**src/rtl/free_list_pkg.sv**
```systemverilog
// Shared rename definitions used by the RAT, the retirement map and the free list.
// Physical and architectural register widths and the phys_reg_t index type.
package free_list_pkg;

    localparam int RN_PHYS_BITS = 6;
    localparam int RN_ARCH_BITS = 5;
    localparam int RN_DEPTH     = (1 << RN_PHYS_BITS) - (1 << RN_ARCH_BITS);

    typedef logic [RN_PHYS_BITS-1:0] phys_reg_t;

    function automatic phys_reg_t reset_pd(input int i);
        return phys_reg_t'((1 << RN_ARCH_BITS) + i);
    endfunction

endpackage

```
**src/rtl/free_list.sv**
```systemverilog
// Physical register free list: circular queue with flush recovery.
// Define FREE_LIST_BYPASS_EN to forward an enqueue straight to deq when empty.
module free_list
    import free_list_pkg::*;
#(
    parameter int PHYS_BITS = RN_PHYS_BITS,
    parameter int ARCH_BITS = RN_ARCH_BITS
) (
    input  logic                 clk,
    input  logic                 rst,
    input  logic                 flush,
    input  logic                 enq_valid,
    input  logic [PHYS_BITS-1:0] enq_pd,
    input  logic                 deq_ready,
    output logic                 deq_valid,
    output logic [PHYS_BITS-1:0] deq_pd,
    output logic [PHYS_BITS-1:0] count,
    output logic                 overflow_err
);

    localparam int DEPTH = (1 << PHYS_BITS) - (1 << ARCH_BITS);
    localparam int IDX_W = $clog2(DEPTH);
    localparam int PTR_W = IDX_W + 1;

    typedef logic [PTR_W-1:0] ptr_t;

    logic [PHYS_BITS-1:0] mem [DEPTH];
    ptr_t head;
    ptr_t tail;
    ptr_t head_n;
    ptr_t tail_n;

    logic full;
    logic enq_fire;
    logic deq_fire;
    logic mem_we;
    logic byp;

    assign full = (head[IDX_W-1:0] == tail[IDX_W-1:0])
               && (head[IDX_W] != tail[IDX_W]);

    always_comb begin
        byp = 1'b0;
`ifdef FREE_LIST_BYPASS_EN
        byp       = (count == '0) && enq_valid;
        deq_valid = (count != '0) || enq_valid;
        deq_pd    = byp ? enq_pd : mem[head[IDX_W-1:0]];
`else
        deq_valid = (count != '0);
        deq_pd    = mem[head[IDX_W-1:0]];
`endif
        enq_fire = enq_valid && !full;
        deq_fire = deq_valid && deq_ready && !flush;
        // A bypassed register is consumed in flight and never lands in mem.
        mem_we   = enq_fire && !(byp && deq_fire);
        tail_n   = tail + PTR_W'(enq_fire);
        if (flush)
            head_n = {~tail_n[IDX_W], tail_n[IDX_W-1:0]};
        else
            head_n = head + PTR_W'(deq_fire);
    end

    always_ff @(posedge clk) begin
        if (rst) begin
            for (int i = 0; i < DEPTH; i++)
                mem[i] <= PHYS_BITS'((1 << ARCH_BITS) + i);
            head         <= '0;
            tail         <= PTR_W'(DEPTH);
            count        <= PHYS_BITS'(DEPTH);
            overflow_err <= 1'b0;
        end else begin
            if (mem_we)
                mem[tail[IDX_W-1:0]] <= enq_pd;
            head  <= head_n;
            tail  <= tail_n;
            count <= PHYS_BITS'(ptr_t'(tail_n - head_n));
            if (enq_valid && full)
                overflow_err <= 1'b1;
        end
    end

endmodule

```
**config.mk**
```make
export PLATFORM = sky130hd
export DESIGN_NAME = free_list
export DESIGN_NICKNAME = d
export VERILOG_FILES = /design/src/rtl/free_list_pkg.sv /design/src/rtl/free_list.sv
export SDC_FILE = /design/constraint.sdc
export NUM_CORES = 1
export LEC_CHECK = 0
export CAP_MARGIN = 20
export CORE_ASPECT_RATIO = 0.5
export CORE_MARGIN = 1
export CORE_UTILIZATION = 40
export DETAILED_ROUTE_END_ITERATION = 8
export GPL_ROUTABILITY_DRIVEN = 0
export SYNTH_ARGS = -nofsm -noshare
export SYNTH_HDL_FRONTEND = slang
export SYNTH_SLANG_ARGS = --single-unit
```
**constraint.sdc**
```tcl
create_clock -name clk -period 5.96 [get_ports clk]
set_input_delay 1.788 -clock clk [delete_from_list [all_inputs] [get_ports clk]]
set_output_delay 1.788 -clock clk [all_outputs]
set_load 0.05 [all_outputs]
```
## Yosys cells after proc, flatten, opt, wreduce, memory -nomap -nowiden

Memory sizes are Yosys's and may differ from the RTL's. A register that Yosys moved wholly into a read port is not among the register bits.
Cells that the tools add are included.

- Flip-flop bits (word level): 19
- Output and inout port bits: 14
- Bits in writable memories: 192
- Bits of input ports: 11
- Memories: 1

- Equal/unequal tests: 2
- Add/subtract/negate cells: 3
- Reduce and logical (&&, ||, !) cells: 9
- Multiplexer cells: 10
- Bitwise gates (word level): 1

Memory list:

| name | words | width | read ports | clocked after Yosys merged registers in | wr ports | line | text |
|---|---|---|---|---|---|---|---|
| mem | 32 | 6 | 1 | 1 | 32 | free_list.sv:27 | `logic [PHYS_BITS-1:0] mem [DEPTH];` |

Operator list:

| operator | number |
|---|---|
| $add 6x1->6 | 2 |
| $mux 6 | 2 |
| $mux 5 | 2 |
| $mux 1 | 6 |
| $reduce_bool 6->1 | 1 |
| $reduce_or 6->1 | 1 |
| $sub 6x6->6 | 1 |
| $eq 5x5->1 | 1 |
| $logic_and 1x1->1 | 5 |
| $logic_not 1->1 | 2 |
| $ne 1x1->1 | 1 |
| $not 1->1 | 1 |

## Longest topological paths before layout

Gate-level depths: netlist of run 1.

- Depth in word-level cells: 9
- Depth in mapped cells: 15
- Depth with buffers taken out: 14

## Worst setup path after synthesis of run 1

OpenSTA, ideal clock, no wires.

- Path kind: input-to-reg
- From: input port flush
- To: register count[4]
- Required time: 5.832 ns
- Path slack: 1.388 ns
- Stages on the path: 12
- Buffers on the path: 2
- Arrival: 4.444 ns
- Path through: clkbuf_1 > clkbuf_1 > and3b_1 > ha_1 > ha_1 > mux2i_1 > inv_1 > fa_1 > a21o_1 > a221oi_1 > xnor2_1 > nor2_1

- Cells in the longest elaborated chain, start to end: 5

Ends and longest elaborated chain:

| element | line | text |
|---|---|---|
| start: declaration | free_list.sv:11 | `input logic flush,` |
| $logic_not 1->1 | free_list.sv:53 | `deq_fire = deq_valid && deq_ready && !flush;` |
| $logic_and 1x1->1 | free_list.sv:53 |  |
| $add 6x1->6 | free_list.sv:60 | `head_n = head + PTR_W'(deq_fire);` |
| $mux 6 (*) | free_list.sv:57 | `if (flush)` |
| named net head_n[1] | free_list.sv:30 | `ptr_t head_n;` |
| $sub 6x6->6 (*) | free_list.sv:76 | `count <= PHYS_BITS'(ptr_t'(tail_n - head_n));` |
| end signal: assignment | free_list.sv:69 | `count <= PHYS_BITS'(DEPTH);` |
| end signal: assignment | free_list.sv:76 |  |
| end: declaration | free_list.sv:17 | `output logic [PHYS_BITS-1:0] count,` |

Mark *: on every way through the listed nets, which the timed path passes. The rest lies on a longest branch.
A chain may end at the register's enable or synchronous reset.

==> out/qor.txt, run 1 <==
====================================================================================
Beginning of the worst hold path                                        overflow_err
Startpoint of the worst register-to-register path                            head[1]
Clock tree from TritonCTS                                                      built
Crit path from                                                               head[1]
Detailed-route DRC error count                                                     0
Resized cells post-CTS                                                             0
Number of global-route vias before repair                                       6167
Utilization of the core after routing                                          47.0%
Number of detailed-routing iterations run before antenna repair                    5
Drt initial violations                                                           727
RSZ-0062 raised after global routing                                              no
Antenna diode instance count                                                       0
Nets                                                                             777
Cell repeated most along the worst path                                       mux4_2
Critical path buffer and inverter count                                            2
Flop and latch count out of synthesis                                            211
Number of cells produced by synthesis                                            737
Min cycle time layout                                                        5.40 ns
Main flop type after synthesis                                              edfxtp_1
Clock tree skew after final layout                                         0.0101 ns
Type of origin of the critical path                                             flop
Critical path arrival                                                        3.61 ns
Maximum achievable frequency                                                 185 MHz
Per-cell routed wire length                                                  24.0 um
Hold Fails Final Rpt                                                               0
Cell types with the largest area share after synthesis                  edfxtp_1 59%, mux4_2 14%, nand2_1 5.8%
Count of synthesis-stage warnings from yosys                                       0
Wire length after detailed routing                                          25900 um
Post-synth top area share                                                      59.0%
Static Leak                                                               0.00327 uW
Post-CTS Repair Setup Buffers                                                      0
Average cell area after synthesis                                          13.2 um^2
Overall die width                                                             223 um
Net count after synthesis                                                        756
Crit path required time                                                      4.17 ns
Worst min-delay path class                                                   reg2reg
Number of slew-limit violations in the final report                                0
Share of final-layout standard cells stronger than drive strength 1            17.5%
Number of primary I/O pins                                                        25
Most frequent cells after synthesis                                     192 x edfxtp_1, 151 x nand2_1, 117 x nor2_1
Total setup violations reported at the end of the flow                             0
CP peak stage delay                                                          0.83 ns
Worst-case vdd ir drop                                                    0.000288 V
Floorplan row count                                                               39
Run status                                                                 completed
Pin count of the biggest net entering global routing                              39
Vias per inst                                                                   5.84
Areal power density over the cells                                       343 mW/mm^2
Netlist Area Pre-Place                                                  0.00976 mm^2
Cell taking the most area after synthesis                                   edfxtp_1
Worst-path cell chain                                                   buf_4 -> mux4_2 -> mux4_2 -> mux2_2 -> clkdlybuf4s50_1
Sum of net half-perimeters after detailed placement                         18000 um
Number of synthesized flops with an enable pin                                   192
Register-to-register path setup slack                                        1.84 ns
Maxcap violations                                                                  0
Root buffer selected by CTS                                                clkbuf_16
Cts-stage hold buffer count                                                        0
Clock Sinks                                                                      211
Ratio of final minimum period to clock period                                  90.6%
Detailed-route via count                                                        6297
Worst slew margin relative to its limit                                        22.5%
Cell type group with the largest total delay on the critical path       multiplexers
Post-synthesis sequential area ratio                                           62.9%
Cts bufs inserted                                                                 21
Number of antenna violations at the first check in global routing                  0
Area growth, synth to finish                                                   12.6%
Actual transition at the worst max-transition pin                            1.15 ns
Total of fill cells in the finished design                                      2079
Max stage delay cell, worst path                                             dfxtp_2
First-pass GRT wire length                                                  39400 um
Kind of capture point of the worst setup path                            output port
Die Height                                                                    112 um
Post-synth cell types                                                             44
Total gr overflow                                                                  0
Max H-tree Level                                                                   1
Clock-pin transition on the worst setup and hold timing paths                0.06 ns
Crit Path Class                                                              reg2out
Most common cell in the netlist                                             edfxtp_1
Proportion of synthesized flip-flops having asynchronous set or reset             0%
Global-route total usage across every layer                                    21.5%
Largest fanout of any net on the critical path                                    26
Initial Util                                                                   41.8%
Clock latency at the later pin of the worst-skew pair                        0.49 ns
Port-buffer cells                                                                 24
Floorplan die area                                                       0.0251 mm^2
Summed negative setup slack over all endpoints                                  0 ns
DRT antenna net count                                                              0
Standard cell core area                                                  0.0234 mm^2
Max clock buf depth                                                                3
====================================================================================
==> power by group <==
part	switching (uW)	internal (uW)
logic	466	348
registers	75.6	1680
clock network	559	648
==> cell type report <==
| cell class | instances | area (um^2) | area share [%] |
|---|---|---|---|
| clock buffer | 25 | 541 | 4.92 |
| sequential | 211 | 6150 | 56.0 |
| clock inverter | 12 | 61.3 | 0.558 |
| timing repair buffer | 56 | 490 | 4.46 |
| inverter | 6 | 22.5 | 0.205 |
| multi-input combinational | 462 | 3340 | 30.4 |
| tap | 307 | 384 | 3.49 |
==> sequential cells by signal, indices dropped and copies added (netlist names) <==
| register | cells |
|---|---|
| mem | 192 |
| count | 6 |
| head | 6 |
| tail | 6 |
| overflow_err | 1 |
==> per-stage QoR <==
step	std cells	total power [uW]	cell area, um^2	hold WS (ns)	worst slack, ns
6_report	1079	3770	11000	0.474	0.558
5_1_grt	1079	3910	11000	0.535	0.416
4_1_cts	1079	3790	11000	0.486	0.499
3_5_place_dp	1042	2600	10400	0.470	1.02
3_3_place_gp	1041	2590	10400	0.461	1.07
2_1_floorplan	737	2340	9760	0.526	1.39
==> per-layer routing <==
metal / share of wire [%] / vias up / GRT usage, %
li1: - / 2718 / -
met1: 43 / 3225 / 31.6
met2: 46 / 325 / 33.8
met3: 9.1 / 29 / 3.93
met4: 1.4 / 0 / 3.68
met5: 0 / - / 0
==> cells by family after synthesis <==
kind of cell | Yosys count | share of synthesized area [%]
and+or+nand+nor | 327 | 14.1
DFF | 211 | 62.9
adders and majority gates | 8 | 1.10
xor gates and xnor gates | 19 | 1.70
muxes | 69 | 14.9
buffers and inverters | 64 | 2.86
AOI/OAI and AO/OA | 39 | 2.45
==> final timing paths <==
check	end	cells past startpoint
setup / recovery	deq_pd[4]	5
hold / removal	overflow_err	2
setup reg to reg	count[4]	14
hold reg to reg	overflow_err	2
==> worst register-to-register path, cell delays in order, from the launching register on <==
cell and delay (ns):
dfxtp_2 0.83, buf_4 0.35, xnor2_1 0.16, nand4_1 0.17, o21ai_1 0.29, inv_1 0.08, ha_1 0.23, ha_1 0.33
mux2i_1 0.27, inv_1 0.10, fa_1 0.48, a21o_1 0.17, a221oi_1 0.32, xnor2_1 0.16, nor2_1 0.05
==> placed cells by master, fill, tap and decap left out, types with 3 or more instances in the layout <==
| master | n |
|---|---|
| nand2_1 | 151 |
| dfxtp_1 | 17 |
| clkinv_1 | 4 |
| and2_1 | 4 |
| a21oi_1 | 4 |
| nor2_1 | 116 |
| edfxtp_1 | 192 |
| o31ai_1 | 8 |
| mux4_2 | 60 |
| clkbuf_1 | 4 |
| clkbuf_16 | 21 |
| nor2b_1 | 9 |
| nand2b_1 | 8 |
| inv_1 | 6 |
| xor2_1 | 8 |
| and3_1 | 3 |
| ha_1 | 7 |
| nor3_1 | 9 |
| nor3b_1 | 3 |
| o21ai_0 | 18 |
| clkinv_2 | 5 |
| mux2_2 | 7 |
| buf_4 | 30 |
| nand3_1 | 11 |
| clkdlybuf4s50_1 | 24 |
| xnor2_1 | 11 |
Note: power is estimated with default switching activity, not from simulation.
==> run 2: changes to the inputs <==
- CORE_UTILIZATION: 40 -> 30
==> run 2 against run 1 <==
Clock skew grew 0.016 ns. Worst hold slack better by 0.011 ns. Maximum frequency about the same. Die area is 33% higher. Clock power grew 16%. Largest power group unchanged. Highest routed layer unchanged.
==> out/qor.txt, run 2 (synthesized netlist as in run 1, its figures left out) <==
=====================================================================================
Number of global-route vias before repair                                        5971   was 6167
GR met1 Demand/Resource                                                         21.7%   was 31.6%
Clock-pin transition on the worst setup and hold timing paths                 0.06 ns   about the same
Standard cell core area                                                   0.0318 mm^2   was 0.0234 mm^2
Number of slew-limit violations in the final report                                 0   unchanged
Maximum achievable frequency                                                  185 MHz   about the same
Most frequent standard cell in the layout excluding fill and tap cells       edfxtp_1   unchanged
Startpoint of the worst register-to-register path                             head[2]   was head[1]
DRT antenna net count                                                               0   unchanged
Port-buffer cells                                                                  24   unchanged
Initial Util                                                                    30.7%   was 41.8%
Cts-stage hold buffer count                                                         0   unchanged
Cts bufs inserted                                                                  22   was 21
Switching part of the total                                                     27.8%   was 29.2%
Register-to-register path setup slack                                         1.83 ns   was 1.84 ns
Max clock buf depth                                                                 3   unchanged
Number of primary I/O pins                                                         25   unchanged
Kind of capture point of the worst setup path                             output port   unchanged
Worst-case hold slack                                                        0.484 ns   was 0.474 ns
Type of origin of the critical path                                              flop   unchanged
Register with the most flip-flops                                                 mem   unchanged
Max H-tree Level                                                                    1   unchanged
Drt initial violations                                                            748   was 727
Share of final-layout standard cells stronger than drive strength 1             17.2%   was 17.5%
Largest fanout of any net on the critical path                                     34   was 26
Net Switching                                                                 1100 uW   about the same
Min cycle time layout                                                         5.40 ns   about the same
Beginning of the worst hold path                                         overflow_err   unchanged
Max reg flops                                                                     192   unchanged
Area growth, synth to finish                                                    15.0%   was 12.6%
Sum of net half-perimeters after detailed placement                          17300 um   was 18000 um
Antenna diode instance count                                                        0   unchanged
Overall die width                                                              257 um   was 223 um
Clock tree from TritonCTS                                                       built   unchanged
Critical path arrival                                                         3.62 ns   was 3.61 ns
Nets                                                                              771   was 777
First-pass GRT wire length                                                   37800 um   was 39400 um
Ratio of final minimum period to clock period                                   90.7%   was 90.6%
Hold Fails Final Rpt                                                                0   unchanged
Number of detailed-routing iterations run before antenna repair                     5   unchanged
Utilization of the core after routing                                           35.3%   was 47.0%
Actual transition at the worst max-transition pin                             1.20 ns   was 1.15 ns
Sequential group share of total power                                           44.5%   was 46.4%
Number of stages on the worst hold path                                             2   unchanged
Die Height                                                                     130 um   was 112 um
Internal power of the cells                                                   2860 uW   was 2670 uW
Wire length after detailed routing                                           25200 um   was 25900 um
Share of power burned in combinational logic                                    20.2%   was 21.6%
Clock latency at the later pin of the worst-skew pair                         0.51 ns   was 0.49 ns
Pin count of the biggest net entering global routing                               38   was 39
Most frequent cells in the layout                                        192 x edfxtp_1, 151 x nand2_1, 116 x nor2_1   unchanged
Filler-free cell count of the finished design                                    1200   was 1079
Fraction of met2 tracks used by global routing                                  23.7%   was 33.8%
Worst min-delay path class                                                    reg2reg   unchanged
Cell total after placement                                                       1160   was 1042
Worst-case vdd ir drop                                                     0.000196 V   was 0.000288 V
Worst hold path endpoint                                                 overflow_err   unchanged
Crit path required time                                                       4.17 ns   about the same
Run status                                                                  completed   unchanged
Clock tree skew after final layout                                          0.0256 ns   was 0.0101 ns
Maxcap violations                                                                   0   unchanged
Total setup violations reported at the end of the flow                              0   unchanged
RSZ-0062 raised after global routing                                               no   unchanged
Total gr overflow                                                                   0   unchanged
Floorplan row count                                                                46   was 39
Post-CTS Repair Setup Buffers                                                       0   unchanged
Detailed-route DRC error count                                                      0   unchanged
Worst Reg2Reg Path Length in Cells                                                 14   unchanged
Crit Path Class                                                               reg2out   unchanged
Worst slew margin relative to its limit                                         20.0%   was 22.5%
Per-cell routed wire length                                                   21.0 um   was 24.0 um
Static Leak                                                                0.00329 uW   was 0.00327 uW
Met3 Resource Use GR                                                            3.01%   was 3.93%
Floorplan die area                                                        0.0333 mm^2   was 0.0251 mm^2
Vias per inst                                                                    5.08   was 5.84
Clock Sinks                                                                       211   unchanged
Number of antenna violations at the first check in global routing                   0   unchanged
Summed negative setup slack over all endpoints                                   0 ns   unchanged
Global-route total usage across every layer                                     15.2%   was 21.5%
End of the worst register-to-register path                                   count[4]   unchanged
Layer carrying the most global-route usage                                       met2   unchanged
Root buffer selected by CTS                                                 clkbuf_16   unchanged
Clk network pwr share                                                           35.4%   was 32.0%
Areal power density over the cells                                        353 mW/mm^2   was 343 mW/mm^2
Detailed-route via count                                                         6100   was 6297
Resized cells post-CTS                                                              0   unchanged
=====================================================================================
==> run 2: cell types whose count changed in the layout (fill, tap and decap cells not counted) <==
| cell | change |
|---|---|
| buf_2 | -1 |
| buf_4 | -6 |
| bufinv_16 | +3 |
| clkbuf_1 | +2 |
| clkbuf_16 | +2 |
| clkinv_1 | -3 |
| clkinv_2 | -1 |
==> run 2: critical path: stages, from the launching register on <==
cell and delay, ns:
dfxtp_4 0.83, buf_12 0.27, mux4_2 0.54, mux4_2 0.46
mux2_2 0.28, clkdlybuf4s50_1 0.71
==> run 2: power by group through the flow <==
stage / Sequential (uW) / Combinational, uW / Clock, uW
after floorplan: 1780 / 561 / 0
after global placement: 1790 / 780 / 0
after detailed placement: 1800 / 792 / 0
after CTS: 1770 / 800 / 1410
after global routing: 1780 / 844 / 1470
final: 1760 / 799 / 1400
==> run 2: how the worst max path moves through the flow <==
stage | endpoint | from
6_report | deq_pd[1] | head[0]
5_1_grt | deq_pd[1] | head[0]
4_1_cts | deq_pd[1] | head[0]
3_5_place_dp | deq_pd[3] | head[0]
3_3_place_gp | deq_pd[3] | head[0]
2_1_floorplan | count[4] | flush
==> run 2: layer usage <==
metal	wire length, um	vias to the layer above	share of wire (%)
met1	11000	3106	44
li1	-	2701	-
met5	0	-	0
met3	2220	30	8.8
met4	611	0	2.4
met2	11300	263	45
==> run 2: cell type report <==
class / instances / area, um^2
Inverter: 6 / 22.5
Clock buffer: 29 / 598
Multi-Input combinational cell: 462 / 3340
Sequential cell: 211 / 6150
Timing Repair Buffer: 49 / 440
Tap cell: 432 / 541
Clock inverter: 11 / 135
Fill cell: 3020 / 20600
==> run 2: per-stage QoR <==
step	setup WS, ns	total power [uW]	instance area [um^2]
after detailed placement	1.02	2590	10500
after global routing	0.391	4090	11200
after CTS	0.494	3980	11200
final	0.555	3960	11200
after global placement	1.05	2570	10500
after floorplan	1.39	2340	9760
